`config.mk`:
```
export PLATFORM = sky130hd
export DESIGN_NAME = ifetch
export DESIGN_NICKNAME = d
export VERILOG_FILES = /design/src/rtl/ifetch_pkg.sv /design/src/rtl/ifetch_bht.sv /design/src/rtl/ifetch.sv
export SDC_FILE = /design/constraint.sdc
export NUM_CORES = 1
export LEC_CHECK = 0
export CORE_MARGIN = 1
export CORE_UTILIZATION = 40
export CTS_BUF_LIST = sky130_fd_sc_hd__clkbuf_8 sky130_fd_sc_hd__clkbuf_16
export DETAILED_ROUTE_END_ITERATION = 8
export PLACE_DENSITY = 0.82
export SYNTH_ARGS = -nofsm -noshare
export SYNTH_HDL_FRONTEND = slang
export SYNTH_HIERARCHICAL = 1
export SYNTH_SLANG_ARGS = --single-unit
export TNS_END_PERCENT = 20
```
`constraint.sdc`:
```
create_clock -name clk_in -period 5.55 [get_ports clk_in]
set_input_delay 0.555 -clock clk_in [delete_from_list [all_inputs] [get_ports clk_in]]
set_output_delay 0.555 -clock clk_in [all_outputs]
set_load 0.1 [all_outputs]
```
`src/rtl/ifetch_pkg.sv`:
```
// Shared constants for the instruction fetch unit: FSM encodings, opcode
// constants and the BHT counter helpers.
package ifetch_pkg;

    localparam int ROB_WIDTH_BIT = 4;

    typedef enum logic [1:0] {
        FETCH     = 2'd0,
        ISSUE     = 2'd1,
        JALR_WAIT = 2'd2
    } fetch_state_e;

    localparam logic [6:0] OPC_JALR     = 7'b1100111;
    localparam logic [1:0] C_OP_Q2      = 2'b10;
    localparam logic [2:0] C_F3_JR_JALR = 3'b100;

    localparam logic [1:0] BHT_CNT_INIT = 2'b01;

    function automatic logic is_compressed(input logic [31:0] inst);
        return inst[1:0] != 2'b11;
    endfunction

    function automatic logic [1:0] bht_next(input logic [1:0] cnt, input logic taken);
        if (taken)
            return (cnt == 2'b11) ? cnt : cnt + 2'b01;
        else
            return (cnt == 2'b00) ? cnt : cnt - 2'b01;
    endfunction

endpackage

```
`src/rtl/ifetch_bht.sv`:
```
// Branch history table: 2-bit saturating counters with a combinational
// lookup that observes the pre-update value on a same-index collision.
module ifetch_bht
    import ifetch_pkg::*;
#(
    parameter int IDX_W = 6
) (
    input  logic             clk_in,
    input  logic             rst_in,
    input  logic             en_i,
    input  logic [IDX_W-1:0] lookup_idx_i,
    input  logic             upd_en_i,
    input  logic [IDX_W-1:0] upd_idx_i,
    input  logic             upd_taken_i,
    output logic             taken_o
);

    localparam int N = 1 << IDX_W;

    logic [1:0] cnt_q [N];

    always_ff @(posedge clk_in or posedge rst_in) begin
        if (rst_in) begin
            for (int i = 0; i < N; i++) cnt_q[i] <= BHT_CNT_INIT;
        end else if (en_i && upd_en_i) begin
            cnt_q[upd_idx_i] <= bht_next(cnt_q[upd_idx_i], upd_taken_i);
        end
    end

    assign taken_o = cnt_q[lookup_idx_i][1];

endmodule

```
`src/rtl/ifetch.sv`:
```
// Instruction fetch FSM (FETCH -> ISSUE -> optional JALR_WAIT).
// Define IFETCH_BHT_EN to enable the dynamic branch predictor; otherwise static not-taken.
module ifetch
    import ifetch_pkg::*;
#(
    parameter int          BHT_INDEX_BIT = 6,
    parameter logic [31:0] RESET_PC      = 32'h0
) (
    input  logic        clk_in,
    input  logic        rst_in,
    input  logic        rdy_in,
    output logic        ic_req,
    output logic [31:0] ic_addr,
    input  logic        ic_valid,
    input  logic [31:0] ic_data,
    output logic        to_decoder,
    output logic [31:0] pc,
    output logic [31:0] inst,
    output logic        predict,
    input  logic        dec_accept,
    input  logic [31:0] next_pc,
    input  logic        jalr_done,
    input  logic [31:0] jalr_target,
    input  logic        flush,
    input  logic [31:0] flush_pc,
    input  logic        br_commit,
    input  logic [31:0] br_pc,
    input  logic        br_taken
);

    fetch_state_e state_q, state_d;
    logic [31:0]  pc_q, pc_d;
    logic [31:0]  inst_q, inst_d;
    logic         pred_q, pred_d;
    logic         kill_q, kill_d;
    logic         bht_taken;

`ifdef IFETCH_BHT_EN
    ifetch_bht #(
        .IDX_W(BHT_INDEX_BIT)
    ) u_bht (
        .clk_in      (clk_in),
        .rst_in      (rst_in),
        .en_i        (rdy_in),
        .lookup_idx_i(pc_q[BHT_INDEX_BIT:1]),
        .upd_en_i    (br_commit),
        .upd_idx_i   (br_pc[BHT_INDEX_BIT:1]),
        .upd_taken_i (br_taken),
        .taken_o     (bht_taken)
    );
`else
    logic unused_br;
    assign unused_br = ^{br_commit, br_pc, br_taken};
    assign bht_taken = 1'b0;
`endif

    always_comb begin
        state_d = state_q;
        pc_d    = pc_q;
        inst_d  = inst_q;
        pred_d  = pred_q;
        kill_d  = 1'b0;
        if (flush) begin
            // Restart wins over any same-cycle handshake; the kill flag drops the stale reply.
            state_d = FETCH;
            pc_d    = flush_pc;
            kill_d  = 1'b1;
        end else begin
            case (state_q)
                FETCH: begin
                    if (ic_valid && !kill_q) begin
                        inst_d  = ic_data;
                        pred_d  = bht_taken;
                        state_d = ISSUE;
                    end
                end
                ISSUE: begin
                    if (dec_accept) begin
                        if (next_pc != pc_q) begin
                            pc_d    = next_pc;
                            state_d = FETCH;
                        end else begin
                            state_d = JALR_WAIT;
                        end
                    end
                end
                JALR_WAIT: begin
                    if (jalr_done) begin
                        pc_d    = {jalr_target[31:1], 1'b0};
                        state_d = FETCH;
                    end
                end
                default: state_d = FETCH;
            endcase
        end
    end

    always_ff @(posedge clk_in or posedge rst_in) begin
        if (rst_in) begin
            state_q <= FETCH;
            pc_q    <= RESET_PC;
            inst_q  <= 32'h0;
            pred_q  <= 1'b0;
            kill_q  <= 1'b1;
        end else if (rdy_in) begin
            state_q <= state_d;
            pc_q    <= pc_d;
            inst_q  <= inst_d;
            pred_q  <= pred_d;
            kill_q  <= kill_d;
        end
    end

    // Request is held off while reset is asserted so the cache sees it only after release.
    assign ic_req     = (state_q == FETCH) && !rst_in;
    assign ic_addr    = pc_q;
    assign to_decoder = (state_q == ISSUE);
    assign pc         = pc_q;
    assign inst       = inst_q;
    assign predict    = pred_q;

endmodule

```
==> results of run 1 <==
-- cells in the mapped netlist (all sizes together) (9+ instances only) --
| master | number | area [um^2] |
|---|---|---|
| buf | 57 | 413 |
| o21ai | 33 | 165 |
| nor4 | 9 | 56.3 |
| nand3 | 32 | 160 |
| a2111oi | 31 | 272 |
| dfrtp | 66 | 1650 |
| mux2i | 31 | 310 |
| xor2 | 32 | 280 |
| clkbuf | 27 | 101 |
| mux2 | 64 | 721 |
| a311o | 31 | 310 |
| o311ai | 31 | 272 |
-- power by group through the flow --
stage	Combinational (W)	Sequential, W	Clock [W]
6_report	0.00202	0.000728	0.000540
5_1_grt	0.00207	0.000744	0.000570
3_5_place_dp	0.00202	0.000735	0
4_1_cts	0.00202	0.000728	0.000550
2_1_floorplan	0.000752	0.00153	0
3_3_place_gp	0.00200	0.000723	0
-- registers in the layout, indices dropped and copies added (netlist names) --
register  cells
ic_addr      32
inst         32
state_q       2
kill_q        1
-- worst max-delay path, cell delays in order, from the launching register on --
cell and delay, ns:
sky130_fd_sc_hd__dfrtp_1 0.46, sky130_fd_sc_hd__nand2b_2 0.80, sky130_fd_sc_hd__nor2b_4 1.19, sky130_fd_sc_hd__buf_4 0.47, sky130_fd_sc_hd__o311ai_1 0.17, sky130_fd_sc_hd__a311o_1 0.32
-- final cells by class --
cell class,count,area [um^2]
fill,995,4770
multi-input combinational,321,2730
timing repair buffer,238,2360
sequential,67,1680
clock buffer,9,225
tap,147,184
clock inverter,7,52.6
inverter,3,11.3
-- metrics by stage --
step	setup WS, ns	hold slack (ns)	util (%)	cell area, um^2	total power (W)
floorplan	2.41	0.522	-	4920	0.00228
global placement	2.09	0.488	58.0	6960	0.00272
detailed placement	1.89	0.495	58.0	6960	0.00275
CTS	2.04	0.507	60.3	7240	0.00330
global route	1.77	0.510	60.3	7240	0.00338
finish	1.98	0.502	60.3	7240	0.00329
-- how the worst min path moves through the flow --
stage	cells after the start	from	slack, ns	endpoint
final	1	inst[14]	0.50	inst[14]
after global routing	1	inst[23]	0.51	inst[23]
after CTS	1	inst[23]	0.51	inst[23]
after detailed placement	1	inst[14]	0.49	inst[14]
after global placement	1	inst[17]	0.49	inst[17]
after floorplan	2	state_q[0]	0.52	state_q[0]
-- per-layer routing --
layer	part of all wire (%)	wire, um	vias to the layer above	track usage [%]
met2	50	8320	307	44.7
met4	2.4	399	0	11.1
li1	-	-	2177	-
met5	0	0	-	0
met3	9.9	1640	27	7.23
met1	38	6310	2312	29.4
-- cell families after synthesis --
group	count (synthesis)	synth area share, %
buffers and inverters	87	10.7
flip-flops	67	34.1
AO/OA/AOI/OAI	129	21.2
XOR/XNOR	32	5.70
AND/OR/NAND/NOR	64	7.23
other	1	0.0763
multiplexers	95	21.0
==> impl_metrics.py, run 1 <==
metrics = {
    "floorplanning": {
        "num_io_pins": 268,
        "die_area_um2": 12700,
        "fp-row-count": 40,
        "floorplan.initialDensity_pct": 40.9,
        "fp.dieH_um": 113,
        "floorplan.core_area_um2": 12000,
        "die_width_um": 113,
    },
    "clocking": {
        "cts_tree": "built",
        "postCtsSetupRepairBufs": 0,
        "post_cts.resized_instances": 0,
        "postCtsHoldBufs": 0,
        "ctsRootBufferMaster": "sky130_fd_sc_hd__clkbuf_16",
        "worstSkewPairLatency_ns": 0.33,
        "cts.sink_count": 67,
        "cts-buffers-inserted": 9,
        "worst_setup_hold_path_clk_slew_ns": 0.06,
        "htree_num_levels": 3,
        "maximum_buffer_depth_of_the_clock_tree": 2,
    },
    "final_layout": {
        "post_route_cells_drive_above_1_share_pct": 14.9,
        "non_filler_cells_in_the_finished_layout": 792,
        "layout_common_cells": "230 x sky130_fd_sc_hd__clkdlybuf4s50_1, 66 x sky130_fd_sc_hd__dfrtp_1, 64 x sky130_fd_sc_hd__mux2_2, 33 x sky130_fd_sc_hd__o21ai_0",
        "final_common_cell": "sky130_fd_sc_hd__clkdlybuf4s50_1",
        "final_nets": 809,
        "area_growth_syn_to_layout_pct": 47.2,
        "antenna_cells": 0,
    },
    "yosys": {
        "count_of_flip_flops_with_a_built_in_enable_after_synthesis": 0,
        "synth.avg_cell_area_um2": 10.4,
        "synthCells": 475,
        "synth_fp_nets": 644,
        "synth_seq_area_share_pct": 34.1,
        "asyncSetResetFlopFracSynth_pct": 100,
        "synth_top_flop_cell": "sky130_fd_sc_hd__dfrtp_1",
        "yosys_warnings": 6,
        "post_synth_num_cell_types": 35,
        "post_synth_instance_area_um2": 4920,
        "ys_seq_elements": 67,
    },
    "global_routing": {
        "grtUsageTotal_pct": 25.6,
        "first_pass_grt_wire_length_um": 25200,
        "initial_antenna_violation_count": 0,
        "maximum_number_of_pins_on_one_net_before_global_route_repair": 67,
        "grt_pass1_vias": 4926,
        "grt-ovfl-total": 0,
    },
    "sta": {
        "hold_viol_final": 0,
        "timing.final.setup_violations": 0,
        "timing.final.crit_share_pct": 64.3,
        "worst_slew_margin_rel_pct": 12.2,
        "rsz0062_at_grt": "no",
        "number_of_slew_limit_violations_in_the_final_report": 0,
        "fin_worst_skew_ns": 0.00774,
        "fmaxAchievable_mhz": 280,
        "final_critical_path_time_including_i_o_delays_and_setup_ns": 3.57,
        "max_slew.worst_pin.slew_ns": 1.31,
        "setup-tns-final_ns": 0,
    },
    "critical_path": {
        "path_max_fanout": 63,
        "critical_path.endpoint": "ic_addr[9]",
        "worst-setup-path-type": "reg2reg",
        "crit-reg2reg-launch": "state_q[0]",
        "regToRegSetupSlack_ns": 1.98,
        "end_kind": "flip-flop",
        "reg2reg_to": "ic_addr[9]",
        "timing.critical_path.from_type": "flip-flop",
        "worst-endpoint-required_ns": 5.75,
        "timing.critical_path.from": "state_q[0]",
        "rr_worst_depth": 5,
        "arrival_ns": 3.77,
    },
    "placed_design": {
        "routabilityCongestion": 0.781,
        "hpwlAfterDp_um": 11700,
        "io_buffers": 231,
        "placedCellCount": 776,
    },
    "detailed_routing": {
        "routed_wirelength_um": 16700,
        "drt_pre_antenna_iters": 5,
        "detailed_router_s_first_iteration_violation_count": 330,
        "postRouteAntennaNets": 0,
        "vias": 4823,
        "routedWlPerCell_um": 21.1,
        "vias_per_cell": 6.09,
        "remaining_drc_errors": 0,
    },
    "pwr": {
        "power.static_leakage_nw": 2.77,
        "power.clock.fraction_pct": 16.4,
        "peakVddDrop_v": 0.000434,
        "p_int_w": 0.00142,
        "power_frac_seq_pct": 22.1,
        "switchingPower_w": 0.00187,
        "power_density_over_cell_area_nw_per_um2": 454,
        "power.switching_fraction_pct": 56.8,
        "comb_power_share_pct": 61.4,
    },
    "flow_run": {
        "number_of_max_capacitance_violations_reported": 0,
    },
    "run_status": {
        "outcome": "finished clean",
    },
    "worst_hold_path": {
        "worstHoldPathType": "reg2reg",
    },
}
(Power assumes the default switching activity.)
==> run 2: changes to the inputs <==
--- a/config.mk
+++ b/config.mk
@@ -6,10 +6,10 @@
 export NUM_CORES = 1
 export LEC_CHECK = 0
 export CORE_MARGIN = 1
-export CORE_UTILIZATION = 40
+export CORE_UTILIZATION = 36
 export CTS_BUF_LIST = sky130_fd_sc_hd__clkbuf_8 sky130_fd_sc_hd__clkbuf_16
 export DETAILED_ROUTE_END_ITERATION = 8
-export PLACE_DENSITY = 0.82
+export PLACE_DENSITY = 0.78
 export SYNTH_ARGS = -nofsm -noshare
 export SYNTH_HDL_FRONTEND = slang
 export SYNTH_HIERARCHICAL = 1
==> constraint.sdc (replaced) <==
create_clock -name clk_in -period 3.2 [get_ports clk_in]
set_input_delay 0.32 -clock clk_in [delete_from_list [all_inputs] [get_ports clk_in]]
set_output_delay 0.32 -clock clk_in [all_outputs]
set_load 0.1 [all_outputs]
==> run 2 against run 1 <==
Effect of this change: cell area rose by 1.8%; first-iteration DRC count rose by 19%; clock power rose by 89%; sequential power rose by 73%; clock skew rose by 0.0030 ns; register-to-register slack got worse by 1.3 ns; total power rose by 76%; critical path depth rose by 1; worst hold slack got worse by 0.023 ns; critical endpoint is now ic_addr[17].
==> impl_metrics.py, run 2 (same netlist as run 1, synthesis figures left out) <==
metrics = {
    "detailed_routing": {
        "remaining_drc_errors": 0,
        "routed_wirelength_um": 16500,
        "routed-wl-met3_um": 1690,
        "detailed_router_s_first_iteration_violation_count": 392,
        "routed_wire_length_on_met2_um": 7940,
        "top_layer": "met4",
        "postRouteAntennaNets": 0,
        "vias_per_cell": 5.79,
        "vias": 4793,
        "routedWlPerCell_um": 19.9,
        "wirelength_met1_um": 6420,
        "drt_pre_antenna_iters": 7,
    },
    "final_layout": {
        "regArea_um2": 1680,
        "area_growth_syn_to_layout_pct": 49.9,
        "final_common_cell": "sky130_fd_sc_hd__clkdlybuf4s50_1",
        "post_route_cells_drive_above_1_share_pct": 17.6,
        "multiInputGateArea_um2": 2730,
        "layout_common_cells": "217 x sky130_fd_sc_hd__clkdlybuf4s50_1, 66 x sky130_fd_sc_hd__dfrtp_1, 64 x sky130_fd_sc_hd__mux2_2, 33 x sky130_fd_sc_hd__o21ai_0",
        "final_nets": 816,
        "antenna_cells": 0,
        "fillers": 1119,
    },
    "clocking": {
        "cts_tree": "built",
        "cts-buffers-inserted": 9,
        "maximum_buffer_depth_of_the_clock_tree": 2,
        "ctsRootBufferMaster": "sky130_fd_sc_hd__clkbuf_16",
        "post_cts.resized_instances": 0,
        "cts.sink_count": 67,
        "htree_num_levels": 3,
        "worstSkewPairLatency_ns": 0.33,
        "postCtsSetupRepairBufs": 0,
        "worst_setup_hold_path_clk_slew_ns": 0.06,
        "postCtsHoldBufs": 0,
    },
    "critical_path": {
        "path_max_fanout": 7,
        "arrival_ns": 2.69,
        "worst-endpoint-required_ns": 3.42,
        "timing.critical_path.from_type": "flip-flop",
        "end_kind": "flip-flop",
        "crit_slowest_cell": "sky130_fd_sc_hd__nor4_1",
        "critical_path.cell_chain": "xor2_1 -> nor4_1 -> and4_1 -> buf_4 -> a2111oi_0 -> a311o_1",
        "worst_path_dominant_cell_family": "simple AND/OR/NAND/NOR gates",
        "crit-reg2reg-launch": "ic_addr[30]",
        "slowest_delay_ns": 0.52,
        "critPathBufInv": 1,
        "worst-setup-path-type": "reg2reg",
        "timing.critical_path.from": "ic_addr[30]",
    },
    "placed_design": {
        "routabilityCongestion": 0.763,
        "hpwlAfterDp_um": 12000,
        "io_buffers": 231,
        "dpl_worst_slack_ns": 0.379,
    },
    "sta": {
        "timing.final.setup_violations": 0,
        "worst_slew_margin_rel_pct": 32.5,
        "hold_viol_final": 0,
        "setup_slack_ns": 0.727,
        "fin_worst_skew_ns": 0.0108,
        "final_critical_path_time_including_i_o_delays_and_setup_ns": 2.47,
        "timing.final.crit_share_pct": 77.3,
        "setup-tns-final_ns": 0,
        "max_slew.worst_pin.slew_ns": 1.01,
        "number_of_slew_limit_violations_in_the_final_report": 0,
        "rsz0062_at_grt": "no",
        "fmaxAchievable_mhz": 404,
    },
    "flow_run": {
        "number_of_max_capacitance_violations_reported": 0,
    },
    "floorplanning": {
        "die_width_um": 119,
        "num_io_pins": 268,
        "fp.dieH_um": 119,
        "floorplan.initialDensity_pct": 37.0,
        "die_area_um2": 14100,
        "fp-row-count": 42,
        "floorplan.core_area_um2": 13300,
    },
    "pwr": {
        "peakVddDrop_v": 0.000551,
        "power.static_leakage_nw": 2.85,
        "power_density_over_cell_area_nw_per_um2": 784,
        "totalPowerFinal_w": 0.00578,
    },
    "worst_hold_path": {
        "worstHoldPathType": "in2async",
    },
    "global_routing": {
        "first_pass_grt_wire_length_um": 26000,
        "maximum_number_of_pins_on_one_net_before_global_route_repair": 75,
        "initial_antenna_violation_count": 0,
        "grt_pass1_vias": 4926,
        "grtUsageTotal_pct": 23.6,
        "grt-ovfl-total": 0,
    },
    "run_status": {
        "outcome": "finished clean",
    },
}
## run 2: cell types whose count changed in the layout (fill, tap and decap cells not counted), sizes merged
cell | previous run | this run
buf | 8 | 28
inv | 5 | 6
bufinv | 0 | 1
clkdlybuf4s50 | 230 | 217
clkinvlp | 4 | 1
clkinv | 1 | 2
## run 2: worst paths after layout
path | to | slack, ns | cells past startpoint
worst max-delay path | ic_addr[17] | 0.73 | 6
worst min-delay path | inst[5] | 0.48 | 2
worst max register to register | ic_addr[17] | 0.73 | 6
worst min register to register | inst[29] | 0.51 | 1
max in group asynchronous | kill_q | 2.02 | 3
min in group clk_in | inst[29] | 0.51 | 1
## run 2: where the power goes
part,internal [W],switching (W)
combinational,0.000883,0.00261
sequential,0.00104,0.000219
clock,0.000609,0.000415
total,0.00254,0.00324
## run 2: worst register-to-register path: cells and delay by family (launching register included)
| family | cells | cell delay (ns) |
|---|---|---|
| XOR/XNOR | 1 | 0.24 |
| buffers and inverters | 1 | 0.23 |
| AND/OR/NAND/NOR | 2 | 0.99 |
| flip-flops | 1 | 0.44 |
| AO/OA/AOI/OAI | 2 | 0.47 |
## run 2: routing by layer
layer  up-vias  track usage [%]
met5         -                0
met2       299             39.5
met3        25             7.18
met4         0             10.8
met1      2287             27.5
li1       2182                -
## run 2: cell type report
class	instances	share of cell area, %
Multi-Input combinational cell	321	37.0
Timing Repair Buffer	245	33.0
Sequential cell	67	22.8
Clock buffer	9	3.06
Tap cell	176	2.99
Clock inverter	7	1.04
Inverter	3	0.153
## run 2: through the flow
step           instance area (um^2)  cells  hold WS, ns  utilization, %
2_1_floorplan                  4920    475        0.471               -
5_1_grt                        7370    828        0.521            55.4
3_5_place_dp                   7070    812        0.495            53.2
4_1_cts                        7370    828        0.511            55.4
6_report                       7370    828        0.479            55.4
3_3_place_gp                   7070    812        0.488            53.2
